===== src/rtl/cpu_pkg.sv =====
// rtl/cpu_pkg.sv - shared CDB widths, packet type and source encoding
package cpu_pkg;

    localparam int RoB_WIDTH  = 8;
    localparam int ADDR_WIDTH = 32;
    localparam int DATA_WIDTH = 32;

    // One common-data-bus result as it travels through the arbiter queues
    typedef struct packed {
        logic [RoB_WIDTH-1:0]  rob_index;
        logic [DATA_WIDTH-1:0] value;
        logic [ADDR_WIDTH-1:0] next_pc;
    } cdb_pkt_t;

    // Which producer owns a grant; reset value LSB lets RS win the first tie
    typedef enum logic {
        SRC_RS  = 1'b0,
        SRC_LSB = 1'b1
    } cdb_src_t;

endpackage


===== src/rtl/arb_queue.sv =====
// rtl/arb_queue.sv - small circular FIFO of cdb_pkt_t with push/pop/flush/count
module arb_queue
    import cpu_pkg::*;
#(
    parameter int DEPTH = 2,
    localparam int PTR_W = (DEPTH > 1) ? $clog2(DEPTH) : 1,
    localparam int CNT_W = $clog2(DEPTH + 1)
) (
    input  logic             clk,
    input  logic             rst_n,
    input  logic             push,
    input  cdb_pkt_t         push_pkt,
    input  logic             pop,
    input  logic             flush,
    output cdb_pkt_t         head_pkt,
    output logic [CNT_W-1:0] count
);

    cdb_pkt_t         mem [DEPTH];
    logic [PTR_W-1:0] wr_ptr;
    logic [PTR_W-1:0] rd_ptr;
    logic             do_push;
    logic             do_pop;

    // Guard against overflow/underflow locally; flush beats both
    assign do_push  = push && (count != CNT_W'(DEPTH)) && !flush;
    assign do_pop   = pop && (count != '0) && !flush;
    assign head_pkt = mem[rd_ptr];

    // Storage array: data only, validity is tracked by count
    always_ff @(posedge clk) begin
        if (do_push) begin
            mem[wr_ptr] <= push_pkt;
        end
    end

    // Pointers and occupancy; DEPTH is a power of two so pointers wrap naturally
    always_ff @(posedge clk or negedge rst_n) begin
        if (!rst_n) begin
            wr_ptr <= '0;
            rd_ptr <= '0;
            count  <= '0;
        end else if (flush) begin
            wr_ptr <= '0;
            rd_ptr <= '0;
            count  <= '0;
        end else begin
            if (do_push) begin
                wr_ptr <= wr_ptr + PTR_W'(1);
            end
            if (do_pop) begin
                rd_ptr <= rd_ptr + PTR_W'(1);
            end
            case ({do_push, do_pop})
                2'b10:   count <= count + CNT_W'(1);
                2'b01:   count <= count - CNT_W'(1);
                default: count <= count;
            endcase
        end
    end

endmodule


===== src/rtl/cdb_arbiter.sv =====
// rtl/cdb_arbiter.sv - RS/LSB result arbiter onto the CDB (optional CDB_ARB_PERF_CNT_EN counters)
module cdb_arbiter #(
    parameter int RoB_WIDTH   = cpu_pkg::RoB_WIDTH,
    parameter int QUEUE_DEPTH = 2
) (
    input  logic                 Sys_clk,
    input  logic                 Sys_rst,
    input  logic                 Sys_rdy,
    input  logic                 RSARB_en,
    input  logic [RoB_WIDTH-1:0] RSARB_RoB_index,
    input  logic [31:0]          RSARB_value,
    input  logic [31:0]          RSARB_next_pc,
    output logic                 ARBRS_ready,
    input  logic                 LSBARB_en,
    input  logic [RoB_WIDTH-1:0] LSBARB_RoB_index,
    input  logic [31:0]          LSBARB_value,
    output logic                 ARBLSB_ready,
    input  logic                 RoBARB_flush,
`ifdef CDB_ARB_PERF_CNT_EN
    output logic [31:0]          ARB_conflict_cnt,
    output logic [31:0]          ARB_stall_cnt,
`endif
    output logic                 ARBCDB_en,
    output logic [RoB_WIDTH-1:0] ARBCDB_RoB_index,
    output logic [31:0]          ARBCDB_value,
    output logic [31:0]          ARBCDB_next_pc,
    output logic                 ARBCDB_from_lsb
);

    localparam int CNT_W = $clog2(QUEUE_DEPTH + 1);

    cpu_pkg::cdb_pkt_t rs_in_pkt;
    cpu_pkg::cdb_pkt_t lsb_in_pkt;
    cpu_pkg::cdb_pkt_t rs_head;
    cpu_pkg::cdb_pkt_t lsb_head;
    cpu_pkg::cdb_pkt_t grant_pkt;
    cpu_pkg::cdb_src_t grant_src;
    cpu_pkg::cdb_src_t last_grant;

    logic [CNT_W-1:0] rs_count;
    logic [CNT_W-1:0] lsb_count;
    logic             rs_pending;
    logic             lsb_pending;
    logic             rst_done;
    logic             active;
    logic             q_flush;
    logic             rs_push;
    logic             lsb_push;
    logic             rs_pop;
    logic             lsb_pop;
    logic             grant_valid;

    // A frozen block ignores flush; ready is held low until the first edge out of reset
    assign active       = Sys_rdy && !RoBARB_flush;
    assign q_flush      = Sys_rdy && RoBARB_flush;
    assign rs_pending   = (rs_count != '0);
    assign lsb_pending  = (lsb_count != '0);
    assign ARBRS_ready  = rst_done && Sys_rdy && (rs_count != CNT_W'(QUEUE_DEPTH));
    assign ARBLSB_ready = rst_done && Sys_rdy && (lsb_count != CNT_W'(QUEUE_DEPTH));
    assign rs_push      = RSARB_en && ARBRS_ready && !RoBARB_flush;
    assign lsb_push     = LSBARB_en && ARBLSB_ready && !RoBARB_flush;

    // LSB results never redirect fetch, so their next_pc travels as zero
    assign rs_in_pkt  = '{rob_index: RSARB_RoB_index, value: RSARB_value, next_pc: RSARB_next_pc};
    assign lsb_in_pkt = '{rob_index: LSBARB_RoB_index, value: LSBARB_value, next_pc: '0};

    // Grant: a lone pending queue wins outright, a tie goes to the source not granted last
    always_comb begin
        grant_valid = 1'b0;
        grant_src   = cpu_pkg::SRC_LSB;
        if (active && (rs_pending || lsb_pending)) begin
            grant_valid = 1'b1;
            if (rs_pending && lsb_pending) begin
                grant_src = (last_grant == cpu_pkg::SRC_LSB) ? cpu_pkg::SRC_RS : cpu_pkg::SRC_LSB;
            end else if (rs_pending) begin
                grant_src = cpu_pkg::SRC_RS;
            end else begin
                grant_src = cpu_pkg::SRC_LSB;
            end
        end
    end

    assign rs_pop    = grant_valid && (grant_src == cpu_pkg::SRC_RS);
    assign lsb_pop   = grant_valid && (grant_src == cpu_pkg::SRC_LSB);
    assign grant_pkt = (grant_src == cpu_pkg::SRC_RS) ? rs_head : lsb_head;

    arb_queue #(.DEPTH(QUEUE_DEPTH)) u_rs_queue (
        .clk      (Sys_clk),
        .rst_n    (Sys_rst),
        .push     (rs_push),
        .push_pkt (rs_in_pkt),
        .pop      (rs_pop),
        .flush    (q_flush),
        .head_pkt (rs_head),
        .count    (rs_count)
    );

    arb_queue #(.DEPTH(QUEUE_DEPTH)) u_lsb_queue (
        .clk      (Sys_clk),
        .rst_n    (Sys_rst),
        .push     (lsb_push),
        .push_pkt (lsb_in_pkt),
        .pop      (lsb_pop),
        .flush    (q_flush),
        .head_pkt (lsb_head),
        .count    (lsb_count)
    );

    // Marks the first edge after reset release so ready rises there, not during reset
    always_ff @(posedge Sys_clk or negedge Sys_rst) begin
        if (!Sys_rst) begin
            rst_done <= 1'b0;
        end else begin
            rst_done <= 1'b1;
        end
    end

    // CDB output registers and round-robin history; everything holds while Sys_rdy is low
    always_ff @(posedge Sys_clk or negedge Sys_rst) begin
        if (!Sys_rst) begin
            ARBCDB_en        <= 1'b0;
            ARBCDB_RoB_index <= '0;
            ARBCDB_value     <= '0;
            ARBCDB_next_pc   <= '0;
            ARBCDB_from_lsb  <= 1'b0;
            last_grant       <= cpu_pkg::SRC_LSB;
        end else if (Sys_rdy) begin
            if (RoBARB_flush) begin
                ARBCDB_en  <= 1'b0;
                last_grant <= cpu_pkg::SRC_LSB;
            end else if (grant_valid) begin
                ARBCDB_en        <= 1'b1;
                ARBCDB_RoB_index <= grant_pkt.rob_index;
                ARBCDB_value     <= grant_pkt.value;
                ARBCDB_next_pc   <= grant_pkt.next_pc;
                ARBCDB_from_lsb  <= (grant_src == cpu_pkg::SRC_LSB);
                last_grant       <= grant_src;
            end else begin
                ARBCDB_en <= 1'b0;
            end
        end
    end

`ifdef CDB_ARB_PERF_CNT_EN
    logic conflict_evt;
    logic stall_evt;

    assign conflict_evt = grant_valid && rs_pending && lsb_pending;
    assign stall_evt    = Sys_rdy && ((RSARB_en && !ARBRS_ready) || (LSBARB_en && !ARBLSB_ready));

    // Saturating event counters; flush deliberately does not clear them
    always_ff @(posedge Sys_clk or negedge Sys_rst) begin
        if (!Sys_rst) begin
            ARB_conflict_cnt <= '0;
            ARB_stall_cnt    <= '0;
        end else begin
            if (conflict_evt && (ARB_conflict_cnt != '1)) begin
                ARB_conflict_cnt <= ARB_conflict_cnt + 32'd1;
            end
            if (stall_evt && (ARB_stall_cnt != '1)) begin
                ARB_stall_cnt <= ARB_stall_cnt + 32'd1;
            end
        end
    end
`endif

endmodule

===== config.mk =====
export PLATFORM = sky130hd
export DESIGN_NAME = cdb_arbiter
export DESIGN_NICKNAME = d
export VERILOG_FILES = /design/src/rtl/cpu_pkg.sv /design/src/rtl/arb_queue.sv /design/src/rtl/cdb_arbiter.sv
export SDC_FILE = /design/constraint.sdc
export NUM_CORES = 1
export LEC_CHECK = 0
export CAP_MARGIN = 20
export CORE_UTILIZATION = 45
export DETAILED_ROUTE_END_ITERATION = 7
export MAX_ROUTING_LAYER = met4
export PLACE_DENSITY = 0.74
export SLEW_MARGIN = 20
export SYNTH_ARGS = -nofsm -noshare
export SYNTH_HDL_FRONTEND = slang
export SYNTH_SLANG_ARGS = --single-unit

===== constraint.sdc =====
create_clock -name Sys_clk -period 9.1 [get_ports Sys_clk]
set_clock_uncertainty 0.05 [all_clocks]
set_input_delay 2.275 -clock Sys_clk [delete_from_list [all_inputs] [get_ports Sys_clk]]
set_output_delay 2.275 -clock Sys_clk [all_outputs]
set_load 0.02 [all_outputs]

==> run metrics, run 1 <==
status complete, no violations; latest clock arrival within the worst-skew pair 500 ps; Syn. warnings 0; multiplexer share of the synthesized area 3.64%; Starting Density 46.4%; drt drc 0; largest family of logic cells by synthesized area compound AO/OA/AOI/OAI gates; Yosys reg bits 308; Sink Count 308; cell breakdown of the critical path clkdlybuf4s50_1 -> nand2_1 -> nor2_1 -> clkdlybuf4s50_1; routability cong. 0.748; Die H 164 um; Synth Area in Adders 0%; P_int 2.99 mW; Fill cells 1920; xor/xnor share of the synthesized area 0.222%; maximum clock rate 163 MHz; Num CTS Buffers 34; Distinct cells, synth 42; crit path kind in2out; hold buffers post-CTS 0; Final Hold Vio Count 0; Bufs on Longest Clock Path 3; power per cell area 273 nW/um^2; Site Rows 58; Worst Tran Pin Value 1060 ps; CP startpoint kind input pin; Synth area leader edfxtp_1; Post-Route Utilization 59.8%; Critical Path End Type output port; Reg area 8840 um^2; Hold WC Path Type reg2reg; Nets 1052; DIE WIDTH 164 um; vias 6804; CP delay by family, top buffers and inverters; post-DR vias/cell 5.26; Slew Viols, Final 0; Relative slew margins 29.3%; Syn Inst Count 741; Resized cells post-CTS 0; vias in the first global route 7032; crit path DAT 3830 ps; Max-Cap Viols 0; syn nets 859; First-pass DRT Iterations 5; area of the die 26900 um^2; Worst VDD drop 0.000169 V; compound-gate portion of the synthesized area 11.7%; H-tree depth 2; initial antenna violation count 3; Critical Path Fanout Max 11; io pins 194; number of synthesized flops with an enable pin 224; post-DP HPWL 14200 um; Crit path top cell by count clkdlybuf4s50_1; grt total ovfl 0; initial drt markers 366; Crit path largest cell delay 700 ps; Placeable Area 25500 um^2; gr usage total 19.6%; count of final setup violators 0; Post-DRT Antenna Nets 0; proportion of synthesized chip area in sequential cells 74.7%; Top FF cell, synth edfxtp_1; RSZ-0062 raised after global routing no; slowest stage cell, crit path clkdlybuf4s50_1; largest net degree at the start of global routing 77; mean post-synth cell area 16.0 um^2; post-CTS setup buffer count 0; share of layout cells above drive strength 1 12.9%; Critical Path RT 6780 ps; Psw 1.16 mW; ys async rst share 27.3%; Tmin final 6150 ps; I/O Buffers 193; WL final 24900 um; post-synth top area share 56.9%; Pwr Total 4.16 mW; Synth-to-Final Area Change 28.7%; combinational power share 22.0%; clock-pin transition on the worst setup and hold timing paths 60 ps; CTS tree built; Post-Syn Area 11800 um^2; WL/cell 19.2 um; period utilisation layout 67.6%; TNS Setup 0 ps; first-pass GRT wire length 38600 um; clock share of power 33.4%; Crit path buffers/inverters 2; Synth area leaders edfxtp_1 57%, dfrtp_1 18%, nor2b_1 3.9%, mux2i_1 3.6%, a211oi_2 3.1%; footprint of the multi-input gates 2770 um^2; simple-gate portion of the synthesized area 7.42%; root buffer cell clkbuf_16; Reg power frac 44.6%; static leakage 5.33 nW; sw frac 28.0%
[routing by layer]
| metal | wire length [um] | global-route usage, % | vias up | part of all wire [%] |
|---|---|---|---|---|
| met3 | 1570 | 3.94 | 43 | 6.3 |
| met1 | 10600 | 24.7 | 3385 | 43 |
| met2 | 12200 | 32.4 | 180 | 49 |
| met5 | 0 | - | - | 0 |
| met4 | 478 | 5.18 | 0 | 1.9 |
| li1 | - | - | 3196 | - |
[power groups by stage]
stage / Sequential, mW / Combinational, mW / Clock [mW]
6_report: 1.85 / 0.917 / 1.39
5_1_grt: 1.88 / 0.989 / 1.47
4_1_cts: 1.86 / 0.931 / 1.42
3_5_place_dp: 1.88 / 0.929 / 0
3_3_place_gp: 1.88 / 0.908 / 0
2_1_floorplan: 1.97 / 0.380 / 0
[cell usage after synthesis, drive strengths merged, types with 3 or more instances]
master    n
o31ai    36
nor2      5
o21bai    3
edfxtp  224
a21oi     3
clkbuf   12
buf      35
nand3     4
nand2    78
and2      3
inv       3
o221ai    5
dfrtp    83
a211oi   70
nor2b    73
o21ai    38
mux2i    43
[worst register-to-register path: cells and delay by family, from the launching register on]
| kind | cells | cell delay [ps] |
|---|---|---|
| AO/OA/AOI/OAI | 2 | 350 |
| buffers and inverters | 1 | 770 |
| flip-flops | 1 | 850 |
| AND/OR/NAND/NOR | 1 | 140 |
[stage by stage]
step	hold slack, ps	area, um^2	cells	setup slack, ps
floorplan	441	11800	741	1860
global placement	409	14000	1227	2970
detailed placement	423	14000	1227	2970
CTS	437	15200	1289	2960
global route	454	15200	1293	2840
finish	429	15200	1293	2950
[cell type report]
type | instances | area share (%)
inverter | 3 | 0.0740
clock buffer | 55 | 7.05
sequential | 308 | 58.1
tap | 330 | 2.71
clock inverter | 7 | 0.551
timing repair buffer | 204 | 13.3
antenna | 3 | 0.0493
multi-input combinational | 383 | 18.2
[cells by family (layout without fill, tap and decap cells)]
group / count (synthesis) / count (layout)
XOR/XNOR: 3 / 3
buffers and inverters: 50 / 269
AND/OR/NAND/NOR: 174 / 174
AO/OA/AOI/OAI: 162 / 162
multiplexers: 43 / 43
other: 1 / 4
flip-flops: 308 / 308
[placed cells by master, fill, tap and decap left out, types with 13 or more instances in the layout]
| cell type | instances |
|---|---|
| a211oi_1 | 41 |
| a211oi_2 | 29 |
| clkbuf_16 | 37 |
| clkdlybuf4s50_1 | 192 |
| dfrtp_1 | 81 |
| edfxtp_1 | 224 |
| mux2i_1 | 43 |
| nand2_1 | 78 |
| nor2b_1 | 73 |
| o21ai_0 | 25 |
| o21ai_1 | 13 |
| o31ai_1 | 14 |
| o31ai_2 | 21 |
[registers in the layout, summed over array words and instances, names as in the netlist, 2 cells and up]
register / cells
u_lsb_queue.count: 2
ARBCDB_value: 32
ARBCDB_RoB_index: 8
u_rs_queue.count: 2
u_lsb_queue.mem: 80
ARBCDB_next_pc: 32
u_rs_queue.mem: 144
[path summary, 6_finish.rpt]
path	endpoint	cells after the start	from	slack, ps
min in group asynchronous	ARBCDB_next_pc[3]	1	Sys_rst	1690
max reg2reg	ARBCDB_value[28]	4	u_rs_queue.rd_ptr	6810
max	ARBLSB_ready	4	Sys_rdy	2950
min reg2reg	ARBCDB_next_pc[22]	2	ARBCDB_next_pc[22]	430
min	ARBCDB_next_pc[22]	2	ARBCDB_next_pc[22]	430
max in group asynchronous	u_rs_queue.rd_ptr	2	Sys_rst	6110
No activity file was read; power rests on OpenSTA's default activity.
==> inputs of run 2 (changes only) <==
Clock period 9.1 ns to 6.33 ns, I/O delays scaled along.
==> run 2 against run 1 <==
First-iteration DRC count is 18% higher. Worst setup slack worse by 1400 ps. Utilization is 0.71 points lower. Combinational power is 45% higher. Clock-buffer cell count is 6 lower. Register-to-register slack worse by 2900 ps. Sequential cell count stayed put. Routed wire length is 0.39% lower. Critical path depth stayed put. Critical path type unchanged. Largest power group unchanged.
==> run metrics, run 2 (synthesis results as in run 1) <==
Site Rows 58 (unchanged); Psw 1.64 mW (was 1.16 mW); Synth-to-Final Area Change 27.2% (was 28.7%); Largest register FFs 144 (unchanged); Worst Tran Pin Value 1050 ps (was 1060 ps); routing usage on met1 23.7% (was 24.7%); Critical Path Fanout Max 11 (unchanged); largest net degree at the start of global routing 79 (was 77); Crit path buffers/inverters 2 (unchanged); static leakage 5.24 nW (was 5.33 nW); Final Hold Vio Count 0 (unchanged); post-route design area 15000 um^2 (was 15200 um^2); hold buffers post-CTS 0 (unchanged); initial drt markers 433 (was 366); Slew Viols, Final 0 (unchanged); clock share of power 30.3% (was 33.4%); first-pass GRT wire length 37600 um (was 38600 um); vias in the first global route 6929 (was 7032); crit path kind in2out (unchanged); GR Layer Usage met3 2.85% (was 3.94%); Tmin final 4760 ps; Num CTS Buffers 31 (was 34); Final WS setup 1570 ps (was 2950 ps); area of the die 26900 um^2 (unchanged); Crit path top cell by count clkdlybuf4s50_1 (unchanged); slowest stage cell, crit path clkdlybuf4s50_1 (unchanged); io pins 194 (unchanged); WL final 24800 um (was 24900 um); Antenna diodes 0 (was 3); share of layout cells above drive strength 1 12.1% (was 12.9%); post-DP HPWL 14800 um (was 14200 um); Placeable Area 25500 um^2 (unchanged); biggest regs u_rs_queue.mem x144, u_lsb_queue.mem x80 (unchanged); Reg2Reg Setup Slack 3890 ps (was 6810 ps); WL/cell 19.3 um (was 19.2 um); CP startpoint kind input pin (unchanged); maximum clock rate 210 MHz; Crit path largest cell delay 700 ps (about the same); Post-Route Utilization 59.0% (was 59.8%); combinational power share 23.3% (was 22.0%); P_int 4.08 mW (was 2.99 mW); root buffer cell clkbuf_16 (unchanged); grt total ovfl 0 (unchanged); CP delay by family, top buffers and inverters (unchanged); GR Util met2 32.1% (was 32.4%); crit path DAT 3130 ps (was 3830 ps); GRT busiest layer met2 (unchanged); post-DR vias/cell 5.25 (was 5.26); most frequent cells in the layout 224 x edfxtp_1, 192 x clkdlybuf4s50_1, 81 x dfrtp_1 (unchanged); power per cell area 381 nW/um^2 (was 273 nW/um^2); Critical Path RT 4700 ps (was 6780 ps); Reg power frac 46.4% (was 44.6%); initial antenna violation count 0 (was 3); First-pass DRT Iterations 4 (was 5); Post-DRT Antenna Nets 0 (unchanged); Worst VDD drop 0.000243 V (was 0.000169 V); Resized cells post-CTS 0 (unchanged); count of final setup violators 0 (unchanged); H-tree depth 1 (was 2); drt drc 0 (unchanged); cell breakdown of the critical path clkdlybuf4s50_1 -> nand2_1 -> nor2_1 -> clkdlybuf4s50_1 (unchanged); I/O Buffers 193 (unchanged); Critical Path End Type output port (unchanged); Top reg by flops u_rs_queue.mem (unchanged); Starting Density 46.4% (unchanged); status complete, no violations (unchanged); Relative slew margins 29.8% (was 29.3%); DIE WIDTH 164 um (unchanged); period utilisation layout 75.2%; clock-pin transition on the worst setup and hold timing paths 60 ps (about the same); Placed Area 14000 um^2 (about the same); Nets 1049 (was 1052); Max-Cap Viols 0 (unchanged); Bufs on Longest Clock Path 3 (unchanged); gr usage total 19.0% (was 19.6%); RSZ-0062 raised after global routing no (unchanged); Hold WC Path Type reg2reg (unchanged); Die H 164 um (unchanged); routability cong. 0.796 (was 0.748); TNS Setup 0 ps (unchanged); post-CTS setup buffer count 0 (unchanged); worst slack, placed 1590 ps (was 2970 ps); CTS tree built (unchanged); Sink Count 308 (unchanged); latest clock arrival within the worst-skew pair 550 ps (was 500 ps); sw frac 28.7% (was 28.0%); vias 6751 (was 6804); commonest non-fill, non-tap cell in the layout edfxtp_1 (unchanged); worst hold slack 424 ps (was 429 ps)
[run 2: cell types whose count changed in the layout (fill, tap and decap cells not counted)]
cell	before	now
clkinv_1	1	3
clkbuf_8	8	7
and2_2	1	0
buf_16	0	1
bufinv_16	2	1
clkbuf_16	37	31
buf_12	1	0
diode_2	3	0
clkbuf_1	10	11
and2_4	1	2
[run 2: worst paths after layout]
check | start | to | cells past startpoint
worst max-delay path | Sys_rdy | ARBRS_ready | 4
worst min-delay path | ARBCDB_next_pc[24] | ARBCDB_next_pc[24] | 2
worst max register to register | u_lsb_queue.count[0] | ARBCDB_value[18] | 5
worst min register to register | ARBCDB_next_pc[24] | ARBCDB_next_pc[24] | 2
max in group asynchronous | Sys_rst | u_lsb_queue.rd_ptr | 2
min in group asynchronous | Sys_rst | ARBCDB_next_pc[2] | 1
[run 2: area by class of cell]
cell class,count,area (um^2)
flip-flops and latches,308,8840
clock buffers,49,913
well taps,330,413
inverters,3,11.3
repair buffers,204,2030
fillers,1930,10400
clock inverters,8,61.3
multi-input cells,383,2770
[run 2: through the flow]
| stage | power, mW | instances |
|---|---|---|
| after floorplan | 3.37 | 741 |
| after global placement | 4.00 | 1227 |
| after detailed placement | 4.04 | 1227 |
| after CTS | 5.78 | 1284 |
| after global routing | 5.98 | 1285 |
| final | 5.73 | 1285 |
[run 2: worst register-to-register path: cells and delay by family, from the launching register on]
| kind | cells | cell delay, ps |
|---|---|---|
| AO/OA/AOI/OAI | 3 | 640 |
| flip-flops | 1 | 510 |
| buffers and inverters | 1 | 400 |
| AND/OR/NAND/NOR | 1 | 740 |
[run 2: per-layer routing]
layer	part of all wire, %	wire [um]
met3	4.9	1200
met5	0	0
met4	2.3	582
met1	42	10500
met2	50	12500
[run 2: power by group through the flow]
stage                     Sequential (mW)  Combinational (mW)  Clock [mW]
after global placement               2.69                1.31           0
after floorplan                      2.83               0.547           0
after detailed placement             2.69                1.35           0
after global routing                 2.69                1.44        1.85
after CTS                            2.66                1.35        1.77
final                                2.66                1.33        1.74
==> inputs of run 3 (changes only) <==
Clock period 6.33 ns to 4.8 ns, I/O delays scaled along.
==> run 3 against run 2 <==
Sequential share of layout area decreased by 0.40 points. Routed wire length shrank 0.42%. First-iteration DRC count shrank 14%. Combinational power is 31% higher. Largest cell class unchanged. Power grew 34%. Global-route usage up 0.42 points. Critical endpoint unchanged. Clock power up 40%.
==> run metrics, run 3 (synthesis results as in run 1) <==
static leakage 5.29 nW (was 5.24 nW); Placed Area 14100 um^2 (was 14000 um^2); Final Hold Vio Count 0 (unchanged); Worst VDD drop 0.000319 V (was 0.000243 V); GR Util met2 32.5% (was 32.1%); post-DR vias/cell 5.21 (was 5.25); GRT busiest layer met2 (unchanged); count of final setup violators 0 (unchanged); Tmin final 4010 ps; TNS Setup 0 ps (unchanged); Largest register FFs 144 (unchanged); post-route design area 15100 um^2 (was 15000 um^2); routing usage on met1 24.6% (was 23.7%); drt drc 0 (unchanged); crit path kind in2out (unchanged); commonest non-fill, non-tap cell in the layout edfxtp_1 (unchanged); power per cell area 508 nW/um^2 (was 381 nW/um^2); hold buffers post-CTS 0 (unchanged); Site Rows 58 (unchanged); worst hold slack 423 ps (was 424 ps); Post-DRT Antenna Nets 0 (unchanged); vias in the first global route 7072 (was 6929); routability cong. 0.759 (was 0.796); Critical Path Fanout Max 11 (unchanged); Top reg by flops u_rs_queue.mem (unchanged); Reg2Reg Setup Slack 2480 ps (was 3890 ps); Starting Density 46.4% (unchanged); Resized cells post-CTS 0 (unchanged); Die H 164 um (unchanged); Reg-to-Reg End ARBCDB_value[2] (was ARBCDB_value[18]); Post-Route Utilization 59.4% (was 59.0%); Num CTS Buffers 31 (unchanged); worst r2r src u_rs_queue.rd_ptr (was u_lsb_queue.count[0]); Sink Count 308 (unchanged); CP startpoint kind input pin (unchanged); I/O Buffers 193 (unchanged); area of the die 26900 um^2 (unchanged); Relative slew margins 29.0% (was 29.8%); placed cells 1232 (was 1227); period utilisation layout 83.6%; FF-to-FF path depth 4 (was 5); grt total ovfl 0 (unchanged); hold depth 2 (unchanged); initial antenna violation count 1 (was 0); Bufs on Longest Clock Path 3 (unchanged); crit path DAT 2760 ps (was 3130 ps); most frequent cells in the layout 224 x edfxtp_1, 192 x clkdlybuf4s50_1, 81 x dfrtp_1 (unchanged); Placeable Area 25500 um^2 (unchanged); GR Layer Usage met3 2.95% (was 2.85%); Critical Path RT 3550 ps (was 4700 ps); DIE WIDTH 164 um (unchanged); critical path launch point Sys_rdy (unchanged); maximum clock rate 249 MHz; Hold WC Path Type reg2reg (unchanged); latest clock arrival within the worst-skew pair 550 ps (about the same); largest net degree at the start of global routing 77 (was 79); non-filler cells, final 1291 (was 1285); share of layout cells above drive strength 1 13.2% (was 12.1%); WL/cell 19.1 um (was 19.3 um); vias 6731 (was 6751); worst min-delay path startpoint ARBCDB_next_pc[23] (was ARBCDB_next_pc[24]); initial drt markers 371 (was 433); Hold EP ARBCDB_next_pc[23] (was ARBCDB_next_pc[24]); H-tree depth 1 (unchanged); Pwr Total 7.70 mW (was 5.73 mW); WL final 24700 um (was 24800 um); post-CTS setup buffer count 0 (unchanged); io pins 194 (unchanged); Critical Path End Type output port (unchanged); Worst Tran Pin Value 1060 ps (was 1050 ps); Slew Viols, Final 0 (unchanged); First-pass DRT Iterations 4 (unchanged); biggest regs u_rs_queue.mem x144, u_lsb_queue.mem x80 (unchanged); first-pass GRT wire length 38300 um (was 37600 um); gr usage total 19.4% (was 19.0%); clock-pin transition on the worst setup and hold timing paths 60 ps (about the same); status complete, no violations (unchanged); worst slack, placed 805 ps (was 1590 ps); root buffer cell clkbuf_16 (unchanged); Synth-to-Final Area Change 28.0% (was 27.2%); Nets 1053 (was 1049); RSZ-0062 raised after global routing no (unchanged); Final WS setup 788 ps (was 1570 ps); post-DP HPWL 14700 um (was 14800 um); CTS tree built (unchanged); Max-Cap Viols 0 (unchanged)
## run 3: changes by cell type in the layout (fill, tap and decap cells not counted)
cell        previous run  this run
clkinvlp_4             0         3
clkinv_2               4         7
bufinv_16              1         4
buf_16                 1         0
nor3_2                 1         0
buf_12                 0         1
nor3_4                 0         1
clkbuf_1              11         5
buf_4                 11        15
diode_2                0         1
clkbuf_8               7         4
and2_4                 2         1
inv_6                  0         1
and2_2                 0         1
## run 3: worst max-delay path, cell delays in order
cell and delay [ps]:
clkdlybuf4s50_1 700, nand2_1 130, nor2_1 120, clkdlybuf4s50_1 620
## run 3: layer usage
layer  share of wire (%)  up-vias
li1                    -     3187
met1                  43     3348
met2                  50      156
met3                 4.8       40
met4                 2.2        0
met5                   0        -
## run 3: final cells by class
type / instances / area, um^2
diodes: 1 / 2.50
clock buffers: 40 / 850
clock inverters: 18 / 198
fillers: 1913 / 10300
inverters: 3 / 11.3
multi-input cells: 383 / 2780
flip-flops and latches: 308 / 8840
well taps: 330 / 413
repair buffers: 208 / 2050
## run 3: worst max path at each step
stage | to | slack [ps] | cells after the start
global placement | ARBLSB_ready | 810 | 4
global route | ARBRS_ready | 690 | 4
detailed placement | ARBRS_ready | 800 | 4
finish | ARBRS_ready | 790 | 4
floorplan | u_rs_queue.mem[0][0] | 320 | 3
CTS | ARBRS_ready | 790 | 4
## run 3: power breakdown
part / internal [mW] / switching (mW)
Clock: 1.46 / 0.983
Sequential: 3.18 / 0.340
Combinational: 0.858 / 0.877
